**src/rtl/time_set_controller.sv**
```systemverilog
// Time-set sequencer for the three-level counter core: freezes the core, edits shadow copies
// of L2/L1/L0 with inc/dec and auto-repeat, then commits them with a one-cycle active-low load strobe.
module time_set_controller #(
  parameter int L0_LIMIT     = 60,
  parameter int L1_LIMIT     = 60,
  parameter int L2_LIMIT     = 24,
  parameter int BLINK_HALF   = 250000,
  parameter int REPEAT_DELAY = 250000,
  parameter int REPEAT_RATE  = 50000,
  parameter int TIMEOUT      = 5000000
) (
  input  logic       clock,
  input  logic       reset,
  input  logic       btn_mode,
  input  logic       btn_inc,
  input  logic       btn_dec,
  input  logic [5:0] cur_l0,
  input  logic [5:0] cur_l1,
  input  logic [5:0] cur_l2,
  output logic       enabled,
  output logic       modify_n,
  output logic [5:0] l0_in,
  output logic [5:0] l1_in,
  output logic [5:0] l2_in,
  output logic [1:0] field_sel,
  output logic       blank_l0,
  output logic       blank_l1,
  output logic       blank_l2
);

  localparam int REP_MAX = (REPEAT_DELAY > REPEAT_RATE) ? REPEAT_DELAY : REPEAT_RATE;
  localparam int BLINK_W = $clog2(BLINK_HALF + 1);
  localparam int REP_W   = $clog2(REP_MAX + 1);
  localparam int IDLE_W  = $clog2(TIMEOUT + 1);

  localparam logic [BLINK_W-1:0] BLINK_LAST = BLINK_W'(BLINK_HALF - 1);
  localparam logic [REP_W-1:0]   DELAY_LAST = REP_W'(REPEAT_DELAY - 1);
  localparam logic [REP_W-1:0]   RATE_LAST  = REP_W'(REPEAT_RATE - 1);
  localparam logic [IDLE_W-1:0]  IDLE_LAST  = IDLE_W'(TIMEOUT - 1);
  localparam logic [6:0]         LIM0       = 7'(L0_LIMIT);
  localparam logic [6:0]         LIM1       = 7'(L1_LIMIT);
  localparam logic [6:0]         LIM2       = 7'(L2_LIMIT);

  typedef enum logic [2:0] {S_RUN, S_SET_L2, S_SET_L1, S_SET_L0, S_COMMIT} state_t;

  state_t             r_state;
  logic               r_mode_d, r_inc_d, r_dec_d;
  logic               r_mode_p, r_inc_p, r_dec_p;
  logic [5:0]         r_sh0, r_sh1, r_sh2;
  logic [5:0]         r_l0_in, r_l1_in, r_l2_in;
  logic               r_enabled, r_modify_n, r_phase, r_rep_armed;
  logic [1:0]         r_field_sel;
  logic [REP_W-1:0]   r_rep_cnt;
  logic [BLINK_W-1:0] r_blink_cnt;
  logic [IDLE_W-1:0]  r_idle;

  state_t     w_next_state;
  logic       w_in_set, w_next_in_set, w_field_chg, w_any_press;
  logic       w_one_held, w_press_step, w_rep_step, w_step, w_timeout;
  logic [5:0] w_sel_val, w_step_val;
  logic [6:0] w_sel_lim;
  logic [5:0] w_sh0_next, w_sh1_next, w_sh2_next;
  logic [1:0] w_next_field;

  function automatic logic [5:0] f_clamp(input logic [5:0] v, input logic [6:0] lim);
    return ({1'b0, v} >= lim) ? 6'd0 : v;
  endfunction

  function automatic logic [5:0] f_step(input logic [5:0] v, input logic [6:0] lim, input logic up);
    logic [6:0] last;
    last = lim - 7'd1;
    if (up) return ({1'b0, v} == last) ? 6'd0 : v + 6'd1;
    else    return (v == 6'd0) ? last[5:0] : v - 6'd1;
  endfunction

  always_comb begin
    w_in_set     = (r_state == S_SET_L2) || (r_state == S_SET_L1) || (r_state == S_SET_L0);
    w_any_press  = r_mode_p | r_inc_p | r_dec_p;
    // exactly one of inc/dec held; both held cancels stepping
    w_one_held   = r_inc_d ^ r_dec_d;
    w_press_step = w_in_set && w_one_held && (r_inc_p || r_dec_p);
    w_rep_step   = w_in_set && w_one_held && !(r_inc_p || r_dec_p) &&
                   (r_rep_armed ? (r_rep_cnt == RATE_LAST) : (r_rep_cnt == DELAY_LAST));
    w_step       = w_press_step || w_rep_step;
    w_timeout    = w_in_set && (r_idle == IDLE_LAST) && !w_any_press && !w_rep_step;

    w_sel_val = r_sh2;
    w_sel_lim = LIM2;
    case (r_state)
      S_SET_L1: begin w_sel_val = r_sh1; w_sel_lim = LIM1; end
      S_SET_L0: begin w_sel_val = r_sh0; w_sel_lim = LIM0; end
      default:  ;
    endcase
    w_step_val = f_step(w_sel_val, w_sel_lim, r_inc_d);

    w_next_state = r_state;
    case (r_state)
      S_RUN:    if (r_mode_p) w_next_state = S_SET_L2;
      S_SET_L2: if (r_mode_p) w_next_state = S_SET_L1; else if (w_timeout) w_next_state = S_RUN;
      S_SET_L1: if (r_mode_p) w_next_state = S_SET_L0; else if (w_timeout) w_next_state = S_RUN;
      S_SET_L0: if (r_mode_p) w_next_state = S_COMMIT; else if (w_timeout) w_next_state = S_RUN;
      S_COMMIT: w_next_state = S_RUN;
      default:  w_next_state = S_RUN;
    endcase
    w_next_in_set = (w_next_state == S_SET_L2) || (w_next_state == S_SET_L1) ||
                    (w_next_state == S_SET_L0);
    w_field_chg   = (w_next_state != r_state);

    case (w_next_state)
      S_SET_L2: w_next_field = 2'd3;
      S_SET_L1: w_next_field = 2'd2;
      S_SET_L0: w_next_field = 2'd1;
      default:  w_next_field = 2'd0;
    endcase

    w_sh0_next = r_sh0;
    w_sh1_next = r_sh1;
    w_sh2_next = r_sh2;
    if (r_state == S_RUN && r_mode_p) begin
      w_sh0_next = f_clamp(cur_l0, LIM0);
      w_sh1_next = f_clamp(cur_l1, LIM1);
      w_sh2_next = f_clamp(cur_l2, LIM2);
    end else if (w_step) begin
      case (r_state)
        S_SET_L2: w_sh2_next = w_step_val;
        S_SET_L1: w_sh1_next = w_step_val;
        S_SET_L0: w_sh0_next = w_step_val;
        default:  ;
      endcase
    end
  end

  always_ff @(posedge clock or posedge reset) begin
    if (reset) begin
      r_state     <= S_RUN;
      r_mode_d    <= 1'b0;
      r_inc_d     <= 1'b0;
      r_dec_d     <= 1'b0;
      r_mode_p    <= 1'b0;
      r_inc_p     <= 1'b0;
      r_dec_p     <= 1'b0;
      r_sh0       <= 6'd0;
      r_sh1       <= 6'd0;
      r_sh2       <= 6'd0;
      r_l0_in     <= 6'd0;
      r_l1_in     <= 6'd0;
      r_l2_in     <= 6'd0;
      r_enabled   <= 1'b1;
      r_modify_n  <= 1'b1;
      r_field_sel <= 2'd0;
      r_phase     <= 1'b0;
      r_rep_armed <= 1'b0;
      r_rep_cnt   <= '0;
      r_blink_cnt <= '0;
      r_idle      <= '0;
    end else begin
      r_mode_d    <= btn_mode;
      r_inc_d     <= btn_inc;
      r_dec_d     <= btn_dec;
      r_mode_p    <= btn_mode & ~r_mode_d;
      r_inc_p     <= btn_inc & ~r_inc_d;
      r_dec_p     <= btn_dec & ~r_dec_d;

      r_state     <= w_next_state;
      r_enabled   <= (w_next_state == S_RUN);
      r_modify_n  <= (w_next_state != S_COMMIT);
      r_field_sel <= w_next_field;
      r_sh0       <= w_sh0_next;
      r_sh1       <= w_sh1_next;
      r_sh2       <= w_sh2_next;
      // load values track the shadows through edit and commit, then hold in RUN
      if (r_state != S_RUN || w_next_state != S_RUN) begin
        r_l0_in <= w_sh0_next;
        r_l1_in <= w_sh1_next;
        r_l2_in <= w_sh2_next;
      end

      if (!w_in_set || !w_one_held || r_inc_p || r_dec_p) begin
        r_rep_cnt   <= '0;
        r_rep_armed <= 1'b0;
      end else if (w_rep_step) begin
        r_rep_cnt   <= '0;
        r_rep_armed <= 1'b1;
      end else begin
        r_rep_cnt   <= r_rep_cnt + 1'b1;
      end

      // restart blink visible whenever the edited value or field changes
      if (!w_next_in_set || w_field_chg || w_step) begin
        r_blink_cnt <= '0;
        r_phase     <= 1'b0;
      end else if (r_blink_cnt == BLINK_LAST) begin
        r_blink_cnt <= '0;
        r_phase     <= ~r_phase;
      end else begin
        r_blink_cnt <= r_blink_cnt + 1'b1;
      end

      if (!w_next_in_set || w_field_chg || w_any_press || w_rep_step)
        r_idle <= '0;
      else
        r_idle <= r_idle + 1'b1;
    end
  end

  assign enabled   = r_enabled;
  assign modify_n  = r_modify_n;
  assign l0_in     = r_l0_in;
  assign l1_in     = r_l1_in;
  assign l2_in     = r_l2_in;
  assign field_sel = r_field_sel;
  assign blank_l0  = r_phase && (r_field_sel == 2'd1);
  assign blank_l1  = r_phase && (r_field_sel == 2'd2);
  assign blank_l2  = r_phase && (r_field_sel == 2'd3);

endmodule

```
**config.mk**
```make
export PLATFORM = sky130hd
export DESIGN_NAME = time_set_controller
export DESIGN_NICKNAME = d
export VERILOG_FILES = /design/src/rtl/time_set_controller.sv
export SDC_FILE = /design/constraint.sdc
export NUM_CORES = 1
export LEC_CHECK = 0
export BUFFER_PORTS_ARGS = -buffer_cell sky130_fd_sc_hd__buf_4
export CAP_MARGIN = 5
export CORE_MARGIN = 2
export CORE_UTILIZATION = 37
export DETAILED_ROUTE_END_ITERATION = 12
export REMOVE_ABC_BUFFERS = 1
export SLEW_MARGIN = 40
export SYNTH_ARGS = -nofsm -noshare
export SYNTH_HDL_FRONTEND = slang
export SYNTH_SLANG_ARGS = --single-unit
```
**constraint.sdc**
```tcl
create_clock -name clock -period 4.4 [get_ports clock]
set_clock_uncertainty 0.05 [all_clocks]
set_input_delay 0.66 -clock clock [delete_from_list [all_inputs] [get_ports clock]]
set_output_delay 0.66 -clock clock [all_outputs]
set_load 0.03 [all_outputs]
```
==> results.md <==
- Yosys cell types: between 60 and 70
- Peak VDD IR: about 400 µV
- CP Capture Type: flip-flop
- Unrepaired setup endpoints after global routing: no
- CTS Buf Count: 9
- Relative slew slack: about 46%
- Hpwl dp: a little under 10000 µm
- Setup Viol. Count Final: 0
- FF+latch count, synth: 110
- Worst setup SP type: flip-flop
- Clock slew at reported path FFs: approximately 80 ps
- Final Cell Area: approximately 0.0066 mm²
- CTS Buffer Depth: 2
- TritonRoute pass-1 iters: 4
- Die width: 128 µm
- Critical Path Slowest Stage Cell: dfrtp_1
- Sink Count: 110
- Period Utilization, post-route: between 70 and 80%
- Die area: approximately 0.016 mm²
- Iter 0 DRT Violations: roughly 250
- Pins over their slew limit: 0
- Power density cells: 581 mW/mm²
- Largest net degree at the start of global routing: 45
- Final antenna-violating net count: 0
- Setup tns final: 0 ps
- CP Max Fanout: 12
- Core Area: 0.0151 mm²
- Sequential fraction of the synthesis area: roughly 48%
- Post-route DRC: 0
- WL/cell: roughly 16 µm
- Leakage Power: ~2.8 nW
- Vias: 4389
- Main synth FF type: dfrtp_1
- Grt total ovfl: 0
- Syn. warnings: 0
- Num ports: 48
- Crit path max-delay family: simple AND/OR/NAND/NOR gates
- Max incr delay on CP: approximately 560 ps
- Number of fill cells: between 1k and 1.5k
- Async S/R FF share, synth: 100%
- Antenna violations before repair: 0
- Routability cong.: 0.959
- Final hold violations: 0
- Vias in the first global route: about 4.4k
- Vias/cell: around 5.3
- Root buffer cell: clkbuf_16
- H-tree depth: 3
- # nets final: approximately 670
- Worst Path Buf+Inv: 1
- Syn Inst Count: 597
- Maxcap violations: 0
- Routed WL: about 13000 µm
- Chip height: 128 µm
- Post-synth EDFFs: 0
- Syn Area/Cell: around 9.6 µm²
- Placement Rows: 45
- Min cycle time layout: between 3000 and 4000 ps
- Placement Cell Area: 0.00628 mm²
- Resized cells post-CTS: 0
- Synthesis-to-finish area growth: 15.4%
- F_max: about 290 MHz
- Hold-fix buffers, CTS: 0
- Inserted Diodes: 0
- PortBufs: 47
- Postcts setup bufs: 0
- CTS tree: done
- CP required: ~4600 ps
- Initial core utilization: 37.8%
- Hold WC Path Type: in -> async
- GRT Resource Usage Total: between 10% and 20%
- Slew @ Worst Pin: between 800 and 900 ps
- Share of layout cells above drive strength 1: 15.3%
- First-pass GRT wire length: 22400 µm
- Crit Path Category: reg -> reg
- Synthesized area: between 0.005 and 0.006 mm²
- Final core occ: between 40 and 50%
- Worst path cell trace: nand2b_1, nand2_1, nand2_1, clkinv_1, ha_1, and3b_1, a22o_1, and4_1, o21ai_0, a21oi_1, nor3_1, o21ai_0
- WP data arrival: approximately 3600 ps
- Status: finished clean
- Worst-Skew Late Latency: around 370 ps
-- through the flow --
step / total power (W) / std cells / hold WS (ps) / setup WS, ps
floorplan: 0.00246 / 575 / 328 / 791
global placement: 0.00298 / 818 / 343 / 1050
detailed placement: 0.00299 / 818 / 347 / 1040
CTS: 0.00386 / 834 / 275 / 992
global route: 0.00408 / 835 / 297 / 683
finish: 0.00383 / 835 / 268 / 987
-- power breakdown --
| group | internal (W) | switching (W) |
|---|---|---|
| registers | 0.00122 | 0.000167 |
| logic | 0.000602 | 0.000989 |
| clock network | 0.000466 | 0.000394 |
-- cell usage after synthesis, drive strengths merged (3+ instances only) --
master    n  area (µm²)
xnor2    32         280
or3       3        18.8
clkbuf   15        56.3
mux2i    13         134
nor2     90         338
buf       7        33.8
and2      5        31.3
nand2b    3        18.8
nor4b     4        35.0
and4      4        35.0
a31oi     6        37.5
nor3b     3        22.5
o22ai     3        18.8
a21oi    18        90.1
mux2     10         113
dfrtp   108        2700
xor2     27         236
inv      13        48.8
nor4     16         115
or2       3        18.8
o21ai    35         179
nor2b     9        56.3
nand3b    3        22.5
ha        6        75.1
a211oi    3        22.5
nor3     18         113
nand3    25         125
and3     15        93.8
nand4    10        62.6
nand2    56         210
o211ai    4        30.0
-- state kept, by name, indices dropped and copies added, names as in the netlist, 2 cells and up --
name         cells
r_sh2            6
l0_in            6
l1_in            6
r_rep_cnt       18
r_sh0            6
field_sel        2
r_idle          23
r_blink_cnt     18
r_state          3
r_sh1            6
l2_in            6
-- per-layer routing --
metal / GRT usage [%] / wire length [µm]
met5: 0 / 0
met1: 24.4 / 6550
met4: 4.98 / 131
met3: 4.59 / 485
met2: 26.2 / 6080
-- logic make-up (layout without fill, tap and decap cells) --
kind of cell / Yosys count / count (layout) / synth area share, %
compound gates: 91 / 91 / 10.7
flops: 110 / 110 / 48.2
buf+inv: 36 / 86 / 2.49
xor+xnor: 59 / 59 / 9.04
simple gates: 272 / 272 / 23.9
fa+ha+maj: 6 / 6 / 1.31
mux: 23 / 23 / 4.31
-- worst reg2reg max path: cells and delay by family, from the launching register on --
kind,cells,cell delay [ps]
buf+inv,1,240
compound gates,4,700
fa+ha+maj,1,300
simple gates,6,1430
flops,1,560
-- area by class of cell --
type                       instances  area (µm²)  area share, %
clock buffer                      11         243           3.68
clock inverter                     5        66.3           1.00
inverter                          14        55.1          0.834
multi-input combinational        451        2830           42.8
sequential                       110        2760           41.7
tap                              188         235           3.56
timing repair buffer              56         420           6.37
-- worst paths after layout --
kind	from	end	slack, ps	depth (start not counted)
max	r_state[2]	r_sh1[2]	990	12
min	reset	r_idle[3]	270	2
max reg2reg	r_state[2]	r_sh1[2]	990	12
min reg2reg	r_mode_d	r_mode_p	350	1
max in group asynchronous	reset	r_sh1[4]	3100	3
min in group clock	r_mode_d	r_mode_p	350	1
-- cell usage in the layout, fill, tap and decap left out, types with 3 or more instances in the layout --
| cell type | instances |
|---|---|
| nor2_1 | 90 |
| xnor2_1 | 32 |
| nand2b_1 | 3 |
| nand3b_1 | 3 |
| clkbuf_16 | 9 |
| a21oi_1 | 18 |
| nand4_1 | 10 |
| dfrtp_1 | 108 |
| nand2_1 | 56 |
| o211ai_1 | 4 |
| inv_1 | 12 |
| buf_4 | 56 |
| and2_1 | 5 |
| o22ai_1 | 3 |
| mux2_2 | 9 |
| or3_1 | 3 |
| nor4_1 | 14 |
| nand3_1 | 25 |
| o21ai_0 | 32 |
| nor3b_1 | 3 |
| and4_1 | 4 |
| nor2b_1 | 9 |
| xor2_1 | 27 |
| ha_1 | 6 |
| nor3_1 | 16 |
| nor4b_1 | 4 |
| and3_1 | 15 |
| a211oi_1 | 3 |
| mux2i_1 | 12 |
| a31oi_1 | 6 |
Power figures use the tool's default switching activity.
